**config.mk**
```make
export PLATFORM = sky130hd
export DESIGN_NAME = ifetch_unit
export DESIGN_NICKNAME = d
export VERILOG_FILES = /design/src/rtl/ifetch_unit.sv
export SDC_FILE = /design/constraint.sdc
export NUM_CORES = 1
export LEC_CHECK = 0
export CORE_MARGIN = 2
export CORE_UTILIZATION = 55
export DETAILED_ROUTE_END_ITERATION = 6
export DONT_BUFFER_PORTS = 1
export PLACE_DENSITY = 0.7
export SKIP_LAST_GASP = 1
export SLEW_MARGIN = 20
export SYNTH_ARGS = -nofsm -noshare
export SYNTH_HDL_FRONTEND = slang
export SYNTH_SLANG_ARGS = --single-unit
```
**constraint.sdc**
```tcl
create_clock -name clk_i -period 12.3 [get_ports clk_i]
set_input_delay 3.075 -clock clk_i [delete_from_list [all_inputs] [get_ports clk_i]]
set_output_delay 3.075 -clock clk_i [all_outputs]
set_load 0.03 [all_outputs]
```
**src/rtl/ifetch_unit.sv**
```systemverilog
// Instruction fetch unit: PC, credit-limited imem requests, in-order {pc, inst} output queue.
// Define IFU_MISALIGN_CHECK_EN to enable the sticky misaligned-redirect fault (fault_o).
module ifetch_unit #(
    parameter int unsigned     XLEN      = 32,
    parameter logic [XLEN-1:0] RESET_PC  = '0,
    parameter int unsigned     BUF_DEPTH = 2
) (
    input  logic            clk_i,
    input  logic            rst_i,
    output logic            imem_req_o,
    output logic [XLEN-1:0] imem_addr_o,
    input  logic            imem_gnt_i,
    input  logic            imem_rvalid_i,
    input  logic [XLEN-1:0] imem_rdata_i,
    input  logic            redirect_i,
    input  logic [XLEN-1:0] redirect_pc_i,
    input  logic            stall_i,
    output logic            valid_o,
    output logic [XLEN-1:0] pc_o,
    output logic [XLEN-1:0] inst_o
`ifdef IFU_MISALIGN_CHECK_EN
    ,
    output logic            fault_o
`endif
);
    localparam int unsigned      PTR_W      = $clog2(BUF_DEPTH);
    localparam int unsigned      CNT_W      = $clog2(BUF_DEPTH + 1);
    localparam logic [XLEN-1:0]  NOP        = XLEN'(32'h0000_0013);
    localparam logic [XLEN-1:0]  ALIGN_MASK = ~XLEN'(3);
    localparam logic [CNT_W:0]   DEPTH      = (CNT_W + 1)'(BUF_DEPTH);
    localparam logic [PTR_W-1:0] LAST       = PTR_W'(BUF_DEPTH - 1);

    logic [XLEN-1:0]  fetch_pc_q, fetch_pc_d;
    logic [XLEN-1:0]  rsp_pc_q, rsp_pc_d;
    logic [CNT_W-1:0] outstanding_q, outstanding_d;
    logic [CNT_W-1:0] discard_q, discard_d;
    logic [CNT_W-1:0] count_q, count_d;
    logic [PTR_W-1:0] head_q, head_d;
    logic [PTR_W-1:0] tail;
    logic [CNT_W:0]   used, tail_sum;
    logic [XLEN-1:0]  fifo_pc_q   [BUF_DEPTH];
    logic [XLEN-1:0]  fifo_pc_d   [BUF_DEPTH];
    logic [XLEN-1:0]  fifo_inst_q [BUF_DEPTH];
    logic [XLEN-1:0]  fifo_inst_d [BUF_DEPTH];
    logic             pop, push, gnt, fault;

`ifdef IFU_MISALIGN_CHECK_EN
    logic fault_q, fault_d;

    always_comb begin
        fault   = fault_q;
        fault_o = fault_q;
        fault_d = fault_q | (redirect_i & (|redirect_pc_i[1:0]));
    end
`else
    assign fault = 1'b0;
`endif

    always_comb begin
        valid_o = (count_q != '0) && !fault;
        pc_o    = valid_o ? fifo_pc_q[head_q] : '0;
        inst_o  = valid_o ? fifo_inst_q[head_q] : NOP;

        pop  = valid_o && !stall_i;
        push = imem_rvalid_i && (discard_q == '0);
        // Credit check counts the slot freed by this cycle's pop, so a full-rate stream never bubbles.
        used = (CNT_W + 1)'(outstanding_q) + (CNT_W + 1)'(count_q) - (CNT_W + 1)'(pop);
        imem_req_o  = !rst_i && !redirect_i && !fault && (used < DEPTH);
        imem_addr_o = fetch_pc_q;
        gnt         = imem_req_o && imem_gnt_i;

        tail_sum = (CNT_W + 1)'(head_q) + (CNT_W + 1)'(count_q);
        tail     = (tail_sum >= DEPTH) ? PTR_W'(tail_sum - DEPTH) : PTR_W'(tail_sum);

        fetch_pc_d    = fetch_pc_q;
        rsp_pc_d      = rsp_pc_q;
        discard_d     = discard_q;
        head_d        = head_q;
        fifo_pc_d     = fifo_pc_q;
        fifo_inst_d   = fifo_inst_q;
        outstanding_d = outstanding_q + CNT_W'(gnt) - CNT_W'(imem_rvalid_i);
        count_d       = count_q + CNT_W'(push) - CNT_W'(pop);

        if (gnt) begin
            fetch_pc_d = fetch_pc_q + XLEN'(4);
        end
        if (imem_rvalid_i && !push) begin
            discard_d = discard_q - CNT_W'(1);
        end
        // Accepted responses are sequential from the last redirect target, so one running pc suffices.
        if (push) begin
            fifo_pc_d[tail]   = rsp_pc_q;
            fifo_inst_d[tail] = imem_rdata_i;
            rsp_pc_d          = rsp_pc_q + XLEN'(4);
        end
        if (pop) begin
            head_d = (head_q == LAST) ? '0 : head_q + PTR_W'(1);
        end

        if (redirect_i) begin
            count_d       = '0;
            head_d        = '0;
            outstanding_d = outstanding_q - CNT_W'(imem_rvalid_i);
            discard_d     = outstanding_d;
            fetch_pc_d    = redirect_pc_i & ALIGN_MASK;
            rsp_pc_d      = redirect_pc_i & ALIGN_MASK;
        end
    end

    always_ff @(posedge clk_i) begin
        if (rst_i) begin
            fetch_pc_q    <= RESET_PC;
            rsp_pc_q      <= RESET_PC;
            outstanding_q <= '0;
            discard_q     <= '0;
            count_q       <= '0;
            head_q        <= '0;
`ifdef IFU_MISALIGN_CHECK_EN
            fault_q       <= 1'b0;
`endif
        end else begin
            fetch_pc_q    <= fetch_pc_d;
            rsp_pc_q      <= rsp_pc_d;
            outstanding_q <= outstanding_d;
            discard_q     <= discard_d;
            count_q       <= count_d;
            head_q        <= head_d;
`ifdef IFU_MISALIGN_CHECK_EN
            fault_q       <= fault_d;
`endif
        end
    end

    always_ff @(posedge clk_i) begin
        fifo_pc_q   <= fifo_pc_d;
        fifo_inst_q <= fifo_inst_d;
    end

endmodule

```
==> impl_results.md <==
* Gate Count Post-Synth at 735
* Area of the core at 15150 um^2
* Final hold violation count at 0
* Post-synth top area cell: sky130_fd_sc_hd__edfxtp_1
* I/O Pins at 168
* Worst-case clock buffer depth at 2
* Root buffer selected by CTS: sky130_fd_sc_hd__clkbuf_16
* Layout Cells excl Fill at 921
* Flop2flop setup slack at 8.36 ns
* Class of the tightest hold or removal check: reg2reg
* Path length in cells of the critical path at 5
* Post-synthesis instance area at between 8000 and 9000 um^2
* Largest fanout of any net on the critical path at 3
* Mux cell area share after synthesis at 7.784%
* 1st-pass router iterations at 5
* Slowest library cell on the worst path: sky130_fd_sc_hd__fa_1
* Number of global-route vias before repair at 5400
* HP Start: rsp_pc_q[23]$_SDFFE_PP0P_
* Worst R2R Start: count_q[1]$_SDFF_PP0_
* Data required time of the worst path at 9.22 ns
* Final count of pins violating max slew at 0
* Total of cells resized after clock tree synthesis at 0
* DRC viols at 0
* Standard-cell row count at 45
* Number of buffers and inverters on the critical path at 0
* Most common library cell in the layout ignoring fill and taps: sky130_fd_sc_hd__edfxtp_1
* Clock skew after layout at 0.01025 ns
* Period Utilization, post-route at 62.15%
* Leakage dissipation at 3.058 nW
* Power Dens Cells at around 160 nW/um^2
* Warnings, synthesis at 0
* Number of antenna violations at the first check in global routing at 0
* Final routed wire length divided by cell count at around 19 um
* Leading cell types in the layout, fill and taps excluded: sky130_fd_sc_hd__edfxtp_1, sky130_fd_sc_hd__nor2_1, sky130_fd_sc_hd__dfxtp_1, sky130_fd_sc_hd__mux2i_1, sky130_fd_sc_hd__nand2_1
* Number of endpoints failing setup at the final stage at 0
* Die Outline Area at 16500 um^2
* Area contributors post-synth: sky130_fd_sc_hd__edfxtp_1, sky130_fd_sc_hd__dfxtp_1, sky130_fd_sc_hd__mux2i_1
* Later-pin clock latency in the skew report at 0.42 ns
* Compound-cell area share of the yosys netlist at 7.843%
* Filler Cells Inserted at 1211
* Kind of end point of the critical path: primary output
* Global-route wire length before repair at roughly 28 mm
* Number of different library cells in the post-synthesis netlist at 61
* Number of diodes at 0
* Number of routed nets with antenna violations at 0
* Total detailed-routing wirelength at 17.83 mm
* Top cell family by delay on the critical path: simple AND/OR/NAND/NOR gates
* Total design power at 0.001483 W
* Depth of the most critical reg-to-reg path at 14
* Post-CTS setup buffers at 0
* Peak supply drop at a little over 0.09 mV
* Max_cap viols at 0
* Cell-by-cell listing of the critical path: nor3_1 > o21ai_0 > fa_1 > xor2_1 > and3_1
* Number of clock buffers inserted by TritonCTS at 17
* Largest net degree at the start of global routing at 65
* Dominant combinational cell family by area after synthesis: simple AND/OR/NAND/NOR gates
* RSZ-0062 raised after global routing: no
* CTS HTree Levels at 4
* WP data arrival at between 4 and 5 ns
* First DRT Iteration DRCs at around 440
* Sum of overflow across all layers after global routing at 0
* Adder-cell share of the synthesized area at 1.410%
* Fraction of the yosys area taken by sequential cells at about three fifths
* Post-synthesis sequential element count at 191
* Placed Cells at ~900
* Yosys top cell area share at 43.71%
* Final weighted congestion in routability-driven placement at 0.8803
* Number of enable-type register cells in the synthesized netlist at 124
* Number of vias after detailed routing at 5517
* Clk slew on worst S/H paths at 0.06 ns
* Achievable clock frequency at 0.1308 GHz
* Proportion of register bits with asynchronous set or reset after synthesis at 0%
* Port Buffers at 0
* Die Ht at roughly 130 um
* CP max stage delay at 0.41 ns
* Critical Path Start Type: primary input
* Summed negative setup slack over all endpoints at 0 ns
* Area fraction in and, or, nand and nor cells after synthesis at 15.17%
* Run status: finished, final reports clean
* TritonCTS clock tree: done
* Hold-fix buffers at CTS at 0
* Number of nets in the finished design at 799
* Starting density of the core at 56.25%
* Half-perimeter wire length after detailed placement at between 10 and 15 mm
* Per-instance average area after synthesis at 11.59 um^2
* Worst-case hold slack at between 0.5 and 0.6 ns
* Fraction of final layout cells with drive strength greater than 1 at between 7 and 8%
* Count of clock tree sinks at 191
* Seq. cell area at 5069 um^2
* Horizontal die dimension at 128.5 um
* Area used by multi-input combinational logic at 3211 um^2
* Worst Hold Depth at 0
* Most used flip-flop cell after synthesis: sky130_fd_sc_hd__edfxtp_1
* Worst Path Class, Setup: in2out
* Worst setup path start: stall_i
* Vias per std cell at approximately 6
* Worst-margin pin slew at ~1.1 ns
* Worst slew slack as a fraction of its limit at 26.81%
* Post-synthesis share of cell area spent on xor and xnor gates at under 10%
* P&R area growth vs syn at 8.401%
* Min Clock Period, post-route at 7.645 ns
* Overall fraction of global-route tracks in use at 22.02%
-- kinds of logic (layout without fill, tap and decap cells) --
logic type,count (synthesis),count (layout)
other cells,1,4
xor+xnor,49,49
fa+ha+maj,9,9
buf+inv,64,59
compound gates,105,105
flops,191,191
simple gates,250,250
mux,66,66
-- cells in the mapped netlist, types with 4 or more instances --
master                     count
sky130_fd_sc_hd__a21boi_0      5
sky130_fd_sc_hd__xor2_1       29
sky130_fd_sc_hd__nor4_1        5
sky130_fd_sc_hd__nand2_1      45
sky130_fd_sc_hd__clkbuf_1     20
sky130_fd_sc_hd__or3_1         6
sky130_fd_sc_hd__xnor2_1      20
sky130_fd_sc_hd__nor2_1      102
sky130_fd_sc_hd__mux2i_1      64
sky130_fd_sc_hd__a21oi_1      29
sky130_fd_sc_hd__dfxtp_1      67
sky130_fd_sc_hd__o22ai_1       8
sky130_fd_sc_hd__a22oi_1       4
sky130_fd_sc_hd__nand4_1      19
sky130_fd_sc_hd__a211oi_1     16
sky130_fd_sc_hd__a31oi_1      14
sky130_fd_sc_hd__ha_1          8
sky130_fd_sc_hd__and3_1       11
sky130_fd_sc_hd__edfxtp_1    124
sky130_fd_sc_hd__o21ai_0      11
sky130_fd_sc_hd__buf_1         8
sky130_fd_sc_hd__buf_2         5
sky130_fd_sc_hd__o211ai_1      5
sky130_fd_sc_hd__inv_1        21
sky130_fd_sc_hd__nor3_1        7
sky130_fd_sc_hd__nand3_1      26
sky130_fd_sc_hd__buf_4         6
-- area by class of cell --
cell class                      count  share of cell area (%)
Sequential cell                   191                   54.88
Clock buffer                       24                   5.406
Multi-Input combinational cell    483                   34.76
Timing Repair Buffer                4                  0.3252
Inverter                           23                  0.9348
Tap cell                          188                   2.547
Clock inverter                      8                   1.138
-- metrics by stage --
| step | utilization [%] | worst slack, ns | area, um^2 |
|---|---|---|---|
| detailed placement | 56.98 | 4.643 | 8631 |
| CTS | 60.97 | 4.645 | 9235 |
| floorplan | - | 4.835 | 8531 |
| global placement | 56.98 | 4.735 | 8631 |
| finish | 60.97 | 4.655 | 9235 |
| global route | 60.97 | 4.537 | 9235 |
-- state kept, by name, indices dropped and copies added, names as in the netlist --
| register | cells |
|---|---|
| head_q | 1 |
| count_q | 2 |
| outstanding_q | 2 |
| fifo_inst_q | 64 |
| imem_addr_o | 30 |
| discard_q | 2 |
| rsp_pc_q | 30 |
| fifo_pc_q | 60 |
-- metal layers --
layer	vias to the layer above	global-route usage [%]	routed length [um]
li1	2633	-	-
met1	2674	28.28	7628
met2	189	35.42	8404
met3	21	7.526	1585
met4	0	7.046	212
met5	-	0	0
-- report_power, final --
part | leakage (nW) | internal [W] | total [W] | switching, W
Clock | 0.298 | 0.000327 | 0.000556 | 0.000229
Combinational | 1.05 | 0.0000431 | 0.000148 | 0.000104
Sequential | 1.71 | 0.000735 | 0.000780 | 0.0000453
-- final timing paths --
kind,to
hold / removal,fifo_pc_q[55]$_DFFE_PP_
setup / recovery,imem_req_o
hold reg to reg,fifo_pc_q[55]$_DFFE_PP_
setup reg to reg,outstanding_q[1]$_SDFF_PP0_
-- worst register-to-register path: cells and delay by family (launching register included) --
kind | cells | cell delay (ns)
AO/OA/AOI/OAI | 2 | 0.42
adder cells (fa/ha/maj) | 3 | 0.99
flip-flops | 1 | 0.41
buffers and inverters | 3 | 0.54
XOR/XNOR | 3 | 0.46
AND/OR/NAND/NOR | 3 | 1.02
Note: power is estimated with default switching activity, not from simulation.
